===== src/rtl/sec_mask_pkg.sv =====
// rtl/sec_mask_pkg.sv - shared definitions for the masked conversion gadgets
//
// Purpose: default share geometry, the ISW random-bit count, the lexicographic
//          pair index used to pick r_pq out of a flat random vector, and the
//          FSM state type of the serial A2B converter.
// Ports:   none (package).

package sec_mask_pkg;

  localparam int K_WIDTH_DEF  = 32;
  localparam int N_SHARES_DEF = 8;

  typedef enum logic [1:0] {
    IDLE = 2'd0,
    ADD  = 2'd1,
    DONE = 2'd2
  } state_t;

  // Fresh random bits needed by one N-share ISW AND.
  function automatic int rand_and(input int n);
    return n * (n - 1) / 2;
  endfunction

  // Position of pair (p,q), p<q, when pairs are enumerated
  // (0,1),(0,2)...(0,n-1),(1,2)...(n-2,n-1).
  function automatic int idx(input int p, input int q, input int n);
    return p * (2 * n - p - 1) / 2 + (q - p - 1);
  endfunction

endpackage


===== src/rtl/sec_and_n.sv =====
// rtl/sec_and_n.sv - combinational N-share ISW SecAnd over 1-bit shares
//
// Purpose: z = x & y on Boolean-shared single bits, ISW construction.
// Ports:
//   x, y  in   N     input sharings (share s = bit s)
//   r     in   RW    fresh randomness, r_pq = r[idx(p,q,N)]
//   z     out  N     output sharing of x & y

module sec_and_n
  import sec_mask_pkg::*;
#(
  parameter int N  = N_SHARES_DEF,
  parameter int RW = (rand_and(N) > 0) ? rand_and(N) : 1
) (
  input  logic [N-1:0]  x,
  input  logic [N-1:0]  y,
  input  logic [RW-1:0] r,
  output logic [N-1:0]  z
);

  // t[p][q] is the cross-term contribution share p receives from pair {p,q}.
  // The lower share of a pair takes r_pq directly; the upper share takes
  // (r_pq ^ x_p y_q) ^ x_q y_p, bracketed in that order so r masks first.
  logic [N-1:0] t [N];

  for (genvar p = 0; p < N; p++) begin : g_row
    for (genvar q = 0; q < N; q++) begin : g_col
      if (p < q) begin : g_lo
        assign t[p][q] = r[idx(p, q, N)];
      end else if (p > q) begin : g_hi
        assign t[p][q] = (r[idx(q, p, N)] ^ (x[q] & y[p])) ^ (x[p] & y[q]);
      end else begin : g_diag
        assign t[p][q] = 1'b0;
      end
    end
    assign z[p] = (x[p] & y[p]) ^ (^t[p]);
  end

endmodule


===== src/rtl/sec_a2b_serial.sv =====
// rtl/sec_a2b_serial.sv - bit-serial arithmetic-to-Boolean mask converter
//
// Purpose: converts an N-share arithmetic sharing (sum mod 2^K) into an
//          N-share Boolean sharing by adding shares 1..N-1 into a Boolean
//          accumulator z one bit per cycle with a masked ripple carry.
// Ports:
//   clk, rst_n  in   1          clock, asynchronous active-low reset
//   i_vld       in   1          input sharing valid
//   o_rdy       out  1          idle; input accepted on i_vld && o_rdy
//   i_a         in   MASKWIDTH  arithmetic shares, share s at [s*K +: K]
//   rnd         in   RAND_AND   fresh randomness for this cycle
//   rnd_vld     in   1          rnd valid; low freezes the ADD phase
//   o_b         out  MASKWIDTH  Boolean shares, same packing as i_a
//   ovld        out  1          one-cycle pulse, o_b valid

module sec_a2b_serial
  import sec_mask_pkg::*;
#(
  parameter int K_WIDTH   = K_WIDTH_DEF,
  parameter int N_SHARES  = N_SHARES_DEF,
  parameter int MASKWIDTH = K_WIDTH * N_SHARES,
  parameter int RAND_AND  = rand_and(N_SHARES)
) (
  input  logic                                  clk,
  input  logic                                  rst_n,
  input  logic                                  i_vld,
  output logic                                  o_rdy,
  input  logic [MASKWIDTH-1:0]                  i_a,
  input  logic [((RAND_AND > 0) ? RAND_AND : 1)-1:0] rnd,
  input  logic                                  rnd_vld,
  output logic [MASKWIDTH-1:0]                  o_b,
  output logic                                  ovld
);

  localparam int RW = (RAND_AND > 0) ? RAND_AND : 1;
  // Shares 1..N-1 are kept; share s lives at a_q[(s-1)*K +: K].
  localparam int AW = (N_SHARES > 1) ? (N_SHARES - 1) * K_WIDTH : K_WIDTH;
  localparam int IW = (N_SHARES > 1) ? $clog2(N_SHARES) : 1;
  localparam int JW = (K_WIDTH > 1) ? $clog2(K_WIDTH) : 1;
  localparam logic [IW-1:0] I_LAST = IW'(N_SHARES - 1);
  localparam logic [JW-1:0] J_LAST = JW'(K_WIDTH - 1);

  state_t                state_q, state_d;
  logic [MASKWIDTH-1:0]  z_q, z_d;
  logic [AW-1:0]         a_q;
  logic [N_SHARES-1:0]   c_q;
  logic [IW-1:0]         i_q;
  logic [JW-1:0]         j_q;

  logic                  accept, add_step, wrap, last_step;
  logic [K_WIDTH-1:0]    a_cur, xs, zs;
  logic [N_SHARES-1:0]   x_bit, y_bit, s_bit, and_out, c_next;

  assign o_rdy     = (state_q == IDLE);
  assign accept    = (state_q == IDLE) && i_vld;
  assign add_step  = (state_q == ADD) && rnd_vld;
  assign wrap      = (j_q == J_LAST);
  assign last_step = add_step && wrap && (i_q == I_LAST);

  // Operand bits for the current (i, j): x from the accumulator, y is the
  // trivially shared bit j of a_i (only share 0 non-zero).
  always_comb begin
    a_cur = '0;
    x_bit = '0;
    y_bit = '0;
    xs    = '0;
    for (int s = 1; s < N_SHARES; s++) begin
      if (i_q == IW'(s)) a_cur = a_q[(s-1)*K_WIDTH +: K_WIDTH];
    end
    for (int s = 0; s < N_SHARES; s++) begin
      xs       = z_q[s*K_WIDTH +: K_WIDTH];
      x_bit[s] = xs[j_q];
    end
    y_bit[0] = a_cur[j_q];
  end

  assign s_bit = x_bit ^ y_bit ^ c_q;

  // Masked majority: maj(x,y,c) = ((x^c) & (y^c)) ^ c.
  sec_and_n #(
    .N  (N_SHARES),
    .RW (RW)
  ) u_and (
    .x (x_bit ^ c_q),
    .y (y_bit ^ c_q),
    .r (rnd),
    .z (and_out)
  );

  assign c_next = and_out ^ c_q;

  always_comb begin
    z_d = z_q;
    zs  = '0;
    if (accept) begin
      z_d = MASKWIDTH'(i_a[K_WIDTH-1:0]);
    end else if (add_step) begin
      for (int s = 0; s < N_SHARES; s++) begin
        zs                        = z_q[s*K_WIDTH +: K_WIDTH];
        zs[j_q]                   = s_bit[s];
        z_d[s*K_WIDTH +: K_WIDTH] = zs;
      end
    end
  end

  always_comb begin
    state_d = state_q;
    unique case (state_q)
      IDLE:    if (i_vld) state_d = (N_SHARES == 1) ? DONE : ADD;
      ADD:     if (last_step) state_d = DONE;
      DONE:    state_d = IDLE;
      default: state_d = IDLE;
    endcase
  end

  always_ff @(posedge clk or negedge rst_n) begin
    if (!rst_n) begin
      state_q <= IDLE;
      z_q     <= '0;
      a_q     <= '0;
      c_q     <= '0;
      i_q     <= '0;
      j_q     <= '0;
      o_b     <= '0;
      ovld    <= 1'b0;
    end else begin
      state_q <= state_d;
      z_q     <= z_d;
      ovld    <= (state_q == DONE);
      if (state_q == DONE) o_b <= z_q;
      if (accept) begin
        a_q <= i_a[MASKWIDTH-1 -: AW];
        i_q <= IW'(1);
        j_q <= '0;
        c_q <= '0;
      end else if (add_step) begin
        if (wrap) begin
          // Carry out of the top bit is dropped: addition is mod 2^K.
          j_q <= '0;
          i_q <= i_q + IW'(1);
          c_q <= '0;
        end else begin
          j_q <= j_q + JW'(1);
          c_q <= c_next;
        end
      end
    end
  end

endmodule


===== config.mk =====
export PLATFORM = sky130hd
export DESIGN_NAME = sec_a2b_serial
export DESIGN_NICKNAME = d
export VERILOG_FILES = /design/src/rtl/sec_mask_pkg.sv /design/src/rtl/sec_and_n.sv /design/src/rtl/sec_a2b_serial.sv
export SDC_FILE = /design/constraint.sdc
export NUM_CORES = 2
export LEC_CHECK = 0
export CORE_MARGIN = 3
export CORE_UTILIZATION = 50
export CTS_CLUSTER_SIZE = 12
export DETAILED_ROUTE_END_ITERATION = 6
export PLACE_DENSITY = 0.78
export SLEW_MARGIN = 5
export SYNTH_ARGS = -nofsm -noshare
export SYNTH_HDL_FRONTEND = slang
export SYNTH_HIERARCHICAL = 1
export SYNTH_SLANG_ARGS = --single-unit

===== constraint.sdc =====
create_clock -name clk -period 5.38 [get_ports clk]
set_input_delay 0.538 -clock clk [delete_from_list [all_inputs] [get_ports clk]]
set_output_delay 0.538 -clock clk [all_outputs]
set_load 0.005 [all_outputs]

# After elaboration in Yosys (flattened, before gate mapping)
# Index checks and enable logic that the tools add are counted.
# W data, S select, Z words.
# word_totals
input_bits,288
out_inout_bits,258
register_bits,755
# op_classes
muxes,49
n_reduce_logical,18
order_cmp,2
n_bitwise,133
eq_ne,12
n_addsub,2
# op_table
op,count
$mux W256,2
$bwmux W32,8
$mux W32,7
$and A1 B1 Y1,64
$reduce_xor A8 Y1,8
$xor A1 B1 Y1,64
$bmux W1 S5,9
$mux W8,3
$xor A8 B8 Y8,3
$mux W5,3
$eq A3 B3 Y1 const B,4
$mux W1,10
$mux W3,3
$xor A1 B8 Y8,1
$xor A8 B1 Y8,1
$eq A3 B2 Y1 const B,2
$lt A5 B6 Y1 const B,1
$add A5 B1 Y5 const B,1
$demux W1 S5,1
$eq A5 B5 Y1 const B,1
$ge A5 B1 Y1 const B,1
$logic_and A1 B1 Y1,5
$mux W2,2
$ne A2 B2 Y1 const B,2
other kinds (8),10

# Longest topological paths before layout
# depth
ltp_word,20
ltp_mapped,25
mapped_depth_nobuf,19

# Modules after synthesis
# The synthesis kept the hierarchy.
# by_module_without_submodules
mod,cells_each,area_per_inst_um2,n_inst,seq_area_each_um2
sec_a2b_serial,3940,34130.2,1,18893.1
sec_and_n,126,1128.6,1,0.0

# Worst setup path after synthesis
# No wires, ideal clock.
# synth_timing
kind,register -> register
from,register i_q[2]
to,register c_q[7]
period_less_slack_ns,4.687
slack_ns,0.693
arrival_ns,4.555
required_ns,5.248
path_stages_with_launch,24
cell_sequence,dfrtp_1 > buf_2 > inv_1 > clkbuf_1 > ha_1 > buf_6 > a21oi_1 > a221o_1 > a221o_1 > a32o_1 > o31ai_1 > and4_1 > buf_6 > o21ai_0 > xnor2_1 > buf_2 > xnor2_2 > xnor3_1 > nor2b_1 > xnor2_1 > xnor2_1 > o21ai_0 > a21oi_1 > nor2_1
# synth_via
elab_chain_len,19
elab_cells_between_ends,25
cone_classes,eq/ne (7); mux (12); bitwise (5); reduce/logical (1)
# synth_rtl
item,line_no,text
from (decl),sec_a2b_serial.sv:47,logic [IW-1:0] i_q;
from (signal assigned),sec_a2b_serial.sv:140,i_q <= i_q + IW'(1);
$eq A3 B1 Y1,sec_a2b_serial.sv:68,if (i_q == IW'(s)) a_cur = a_q[(s-1)*K_WIDTH +: K_WIDTH];
$mux W32 (6 in a row),sec_a2b_serial.sv:68,
$mux W32 (*),sec_a2b_serial.sv:68,
$bmux W1 S5 (*),sec_a2b_serial.sv:74,y_bit[0] = a_cur[j_q];
$mux W1 (not written as such) (*),sec_a2b_serial.sv:74,
$xor A1 B8 Y8 (*),sec_a2b_serial.sv:85,".y (y_bit ^ c_q),"
$and A1 B1 Y1 (*),sec_and_n.sv:31,"assign t[p][q] = (r[idx(q, p, N)] ^ (x[q] & y[p])) ^ (x[p] & y[q]);"
$xor A1 B1 Y1 (*),sec_and_n.sv:31,
$reduce_xor A8 Y1 (*),sec_and_n.sv:36,assign z[p] = (x[p] & y[p]) ^ (^t[p]);
$xor A1 B1 Y1 (*),sec_and_n.sv:36,
net and_out[7],sec_a2b_serial.sv:52,"logic [N_SHARES-1:0] x_bit, y_bit, s_bit, and_out, c_next;"
$xor A8 B8 Y8 (*),sec_a2b_serial.sv:90,assign c_next = and_out ^ c_q;
$mux W8 (*),sec_a2b_serial.sv:137,if (wrap) begin
$mux W8 (*),sec_a2b_serial.sv:136,end else if (add_step) begin
$mux W8 (*),sec_a2b_serial.sv:131,if (accept) begin
to (signal assigned),sec_a2b_serial.sv:144,c_q <= c_next;
to (decl),sec_a2b_serial.sv:46,logic [N_SHARES-1:0] c_q;
# The timed path passes the listed nets; every way through them passes the cells marked *. The select of a mux whose other input is x is not followed.
# A chain may end at the register's enable or synchronous reset.

# Worst setup path after layout
# Ends and elaborated chain as after synthesis.

==> results_dict.tcl <==
set metrics [dict create \
    syn_area_sq_um 35300 \
    max_cap_violations 0 \
    slowest_delay_ns 0.63 \
    syn-num-nets 4365 \
    worstSetupStartpointType "register" \
    viasPerCell 5.64 \
    globalRoute.totalOverflow 0 \
    gp_congestion 0.956 \
    drt-met1-wl_um 46700 \
    cts_tree "yes" \
    dr_wl_met2_um 57200 \
    postCtsSetupRepairBufs 0 \
    die_w_um 272 \
    cts_root_buf "clkbuf_16" \
    synth_flop_cell "dfrtp_1" \
    setup_violations 0 \
    synth.area.top_cells "dfrtp_1, nand2_1, mux4_2" \
    async_reset_ff_share_pct 100 \
    numCtsBuffers 79 \
    ir_drop_mv 0.661 \
    yosysTopAreaCell "dfrtp_1" \
    final_cell_mix "nand2_1, dfrtp_1, clkdlybuf4s50_1, o21ai_0, nor2_1" \
    worstMarginPinSlew_ns 1.24 \
    drcViolationCount 0 \
    firstDrtPassIters 6 \
    clock_path_buffers 3 \
    r2r_start "i_q[2]" \
    cts_sinks 755 \
    slew_viol_final 0 \
    ant_nets 0 \
    worst_path_max_delay_cell "and2_1" \
    skew_ns 0.0218 \
    core_sq_um 69200 \
    crit_fanout 46 \
    core.rowCount 96 \
    yosys.area.top_type_share_pct 53.6 \
    finalPower_mw 19.3 \
    grt_pass1_wl_um 181000 \
    portBuffers 545 \
    yosysWarnings 6 \
    wl_met3_um 9690 \
    syn_inst 4066 \
    vias 30900 \
    worstSetupEndpointType "register" \
    avgSynthCellArea_sq_um 8.67 \
    yosysSeqAreaShare_pct 53.6 \
    finalWirelength_um 119000 \
    syn2layout_area_growth_pct 24.7 \
    min_period_ns 4.93 \
    hold_path_class "primary input to register" \
    clkTransAtPathRegs_ns 0.07 \
    startpoint "i_q[2]" \
    grt_usage_pct 31.6 \
    htreeDepth 3 \
    fp.dieH_um 272 \
    start_util_pct 51.0 \
    relSlewSlack_pct 17.1 \
    path_class "register to register" \
    min_from "i_a[132]" \
    clock_latency_ns 0.62 \
    ys_ff_latch 755 \
    hpwl_um 84800 \
    fin_tns_setup_ns 0 \
    initialDrtViolationCount 3119 \
    io_pins 546 \
    first_global_vias 30100 \
    drive_gt1_share_pct 6.40 \
    nets 4782 \
    crit_required_ns 5.85 \
    top_layer "met5" \
    hold_slack_ns 0.439 \
    layout_commonest_cell "nand2_1" \
    fmax_mhz 203 \
    hold_violations 0 \
    crit_chain "buf_4 -> and2_1 -> a21oi_1 -> o311ai_0 -> a31oi_1 -> o21ai_0 -> and4_1 -> o21ai_0 -> xnor2_1 -> xnor2_2 -> xnor3_1 -> nor2b_1 -> xnor2_1 -> xnor2_1 -> o21ai_0 -> a21oi_1 -> nor2_1" \
    design.die.area_sq_um 73700 \
    rsz0062_at_grt "no" \
    antenna_found_initial 11 \
    period_share_pct 91.7 \
    p_leak_nw 21.0 \
    wire_per_inst_um 21.7 \
    grt_max_degree 194 \
    ys_types 81 \
    status "complete, no violations" \
    p_per_area_nw_per_um2 439 \
    critPathArrivalTime_ns 5.40 \
    synth-edff-count 0 \
]
-- stage by stage --
stage	cell area (sq um)	std cells	worst slack (ns)	utilization (%)
2_1_floorplan	35300	4066	0.693	-
3_3_place_gp	41500	5332	0.505	60.0
3_5_place_dp	41500	5332	0.466	60.0
4_1_cts	43900	5462	0.427	63.5
5_1_grt	44000	5467	0.0194	63.6
6_report	44000	5469	0.447	63.6
-- registers in the layout, indices dropped and copies added (netlist names) --
name     flops
a_q        224
c_q          8
i_q          3
j_q          5
o_b        256
ovld         1
state_q      2
z_q        256
-- path summary, 6_finish.rpt --
kind / cells past startpoint / slack, ns / endpoint
setup / recovery: 17 / 0.45 / c_q[7]
hold / removal: 3 / 0.44 / a_q[100]
max in group asynchronous: 3 / 3.49 / a_q[27]
setup reg to reg: 17 / 0.45 / c_q[7]
min in group asynchronous: 2 / 0.57 / o_b[198]
hold reg to reg: 2 / 0.47 / o_b[153]
-- cells in the mapped netlist (4+ instances only) --
library cell and n:
buf_6 6, a21oi_1 99, dfrtp_1 755, o22ai_1 4
nor2_1 117, a21o_1 5, o311a_1 6, nor3_1 7
and3_1 7, o211ai_1 7, xnor3_1 8, nor2b_1 15
mux2i_1 5, buf_4 9, inv_1 24, buf_1 9
ha_1 11, a221oi_1 18, o21ai_0 282, a22oi_1 32
nor3b_1 8, nand4_1 17, a211oi_1 7, o2bb2ai_1 6
a31oi_1 16, nor4_1 4, xor2_1 20, xnor2_1 62
buf_2 61, and2_1 7, clkbuf_1 194, mux4_2 66
nand2_1 2000, o31ai_1 25, o221ai_1 8, a221o_1 8
nand3_1 16, o2111ai_1 5, a22o_1 6, nand2b_1 22
nand3b_1 20
-- power by group --
group | internal (mW) | switching [mW] | leakage [nW]
registers | 6.43 | 0.823 | 10.3
logic | 2.80 | 4.00 | 9.48
clock network | 3.00 | 2.27 | 1.20
-- critical path, delay by kind of cell, from the launching register on --
| kind | cells | cell delay (ns) |
|---|---|---|
| compound gates | 7 | 1.22 |
| xor+xnor | 5 | 1.29 |
| buf+inv | 1 | 0.50 |
| flops | 1 | 0.56 |
| simple gates | 4 | 1.19 |
-- what timing repair did --
action,in CTS,in global routing
hold endpoints to repair,7,0
hold buffers,1,0
setup endpoints to repair,0,2
gates resized for setup,0,5
-- cell type report --
| class | count | area, sq um |
|---|---|---|
| clock buffer | 110 | 2240 |
| timing repair buffer | 615 | 6130 |
| tap | 931 | 1160 |
| inverter | 29 | 130 |
| fill | 5739 | 25200 |
| clock inverter | 19 | 206 |
| multi-input combinational | 3003 | 15200 |
| sequential | 755 | 18900 |
| antenna | 7 | 17.5 |
-- logic make-up after synthesis --
| family | after synthesis | share of synthesized area (%) |
|---|---|---|
| and+or+nand+nor | 2257 | 25.2 |
| DFF | 755 | 53.6 |
| AOI/OAI and AO/OA | 570 | 9.91 |
| buffers and inverters | 308 | 3.76 |
| xor gates and xnor gates | 94 | 2.78 |
| muxes | 71 | 4.36 |
| adders and majority gates | 11 | 0.390 |
-- layer usage --
| layer | vias up | global-route usage [%] |
|---|---|---|
| met5 | - | 0 |
| met4 | 8 | 13.3 |
| met3 | 233 | 5.85 |
| met2 | 1461 | 51.7 |
| met1 | 15100 | 41.8 |
| li1 | 14100 | - |
Power figures use the tool's default switching activity.
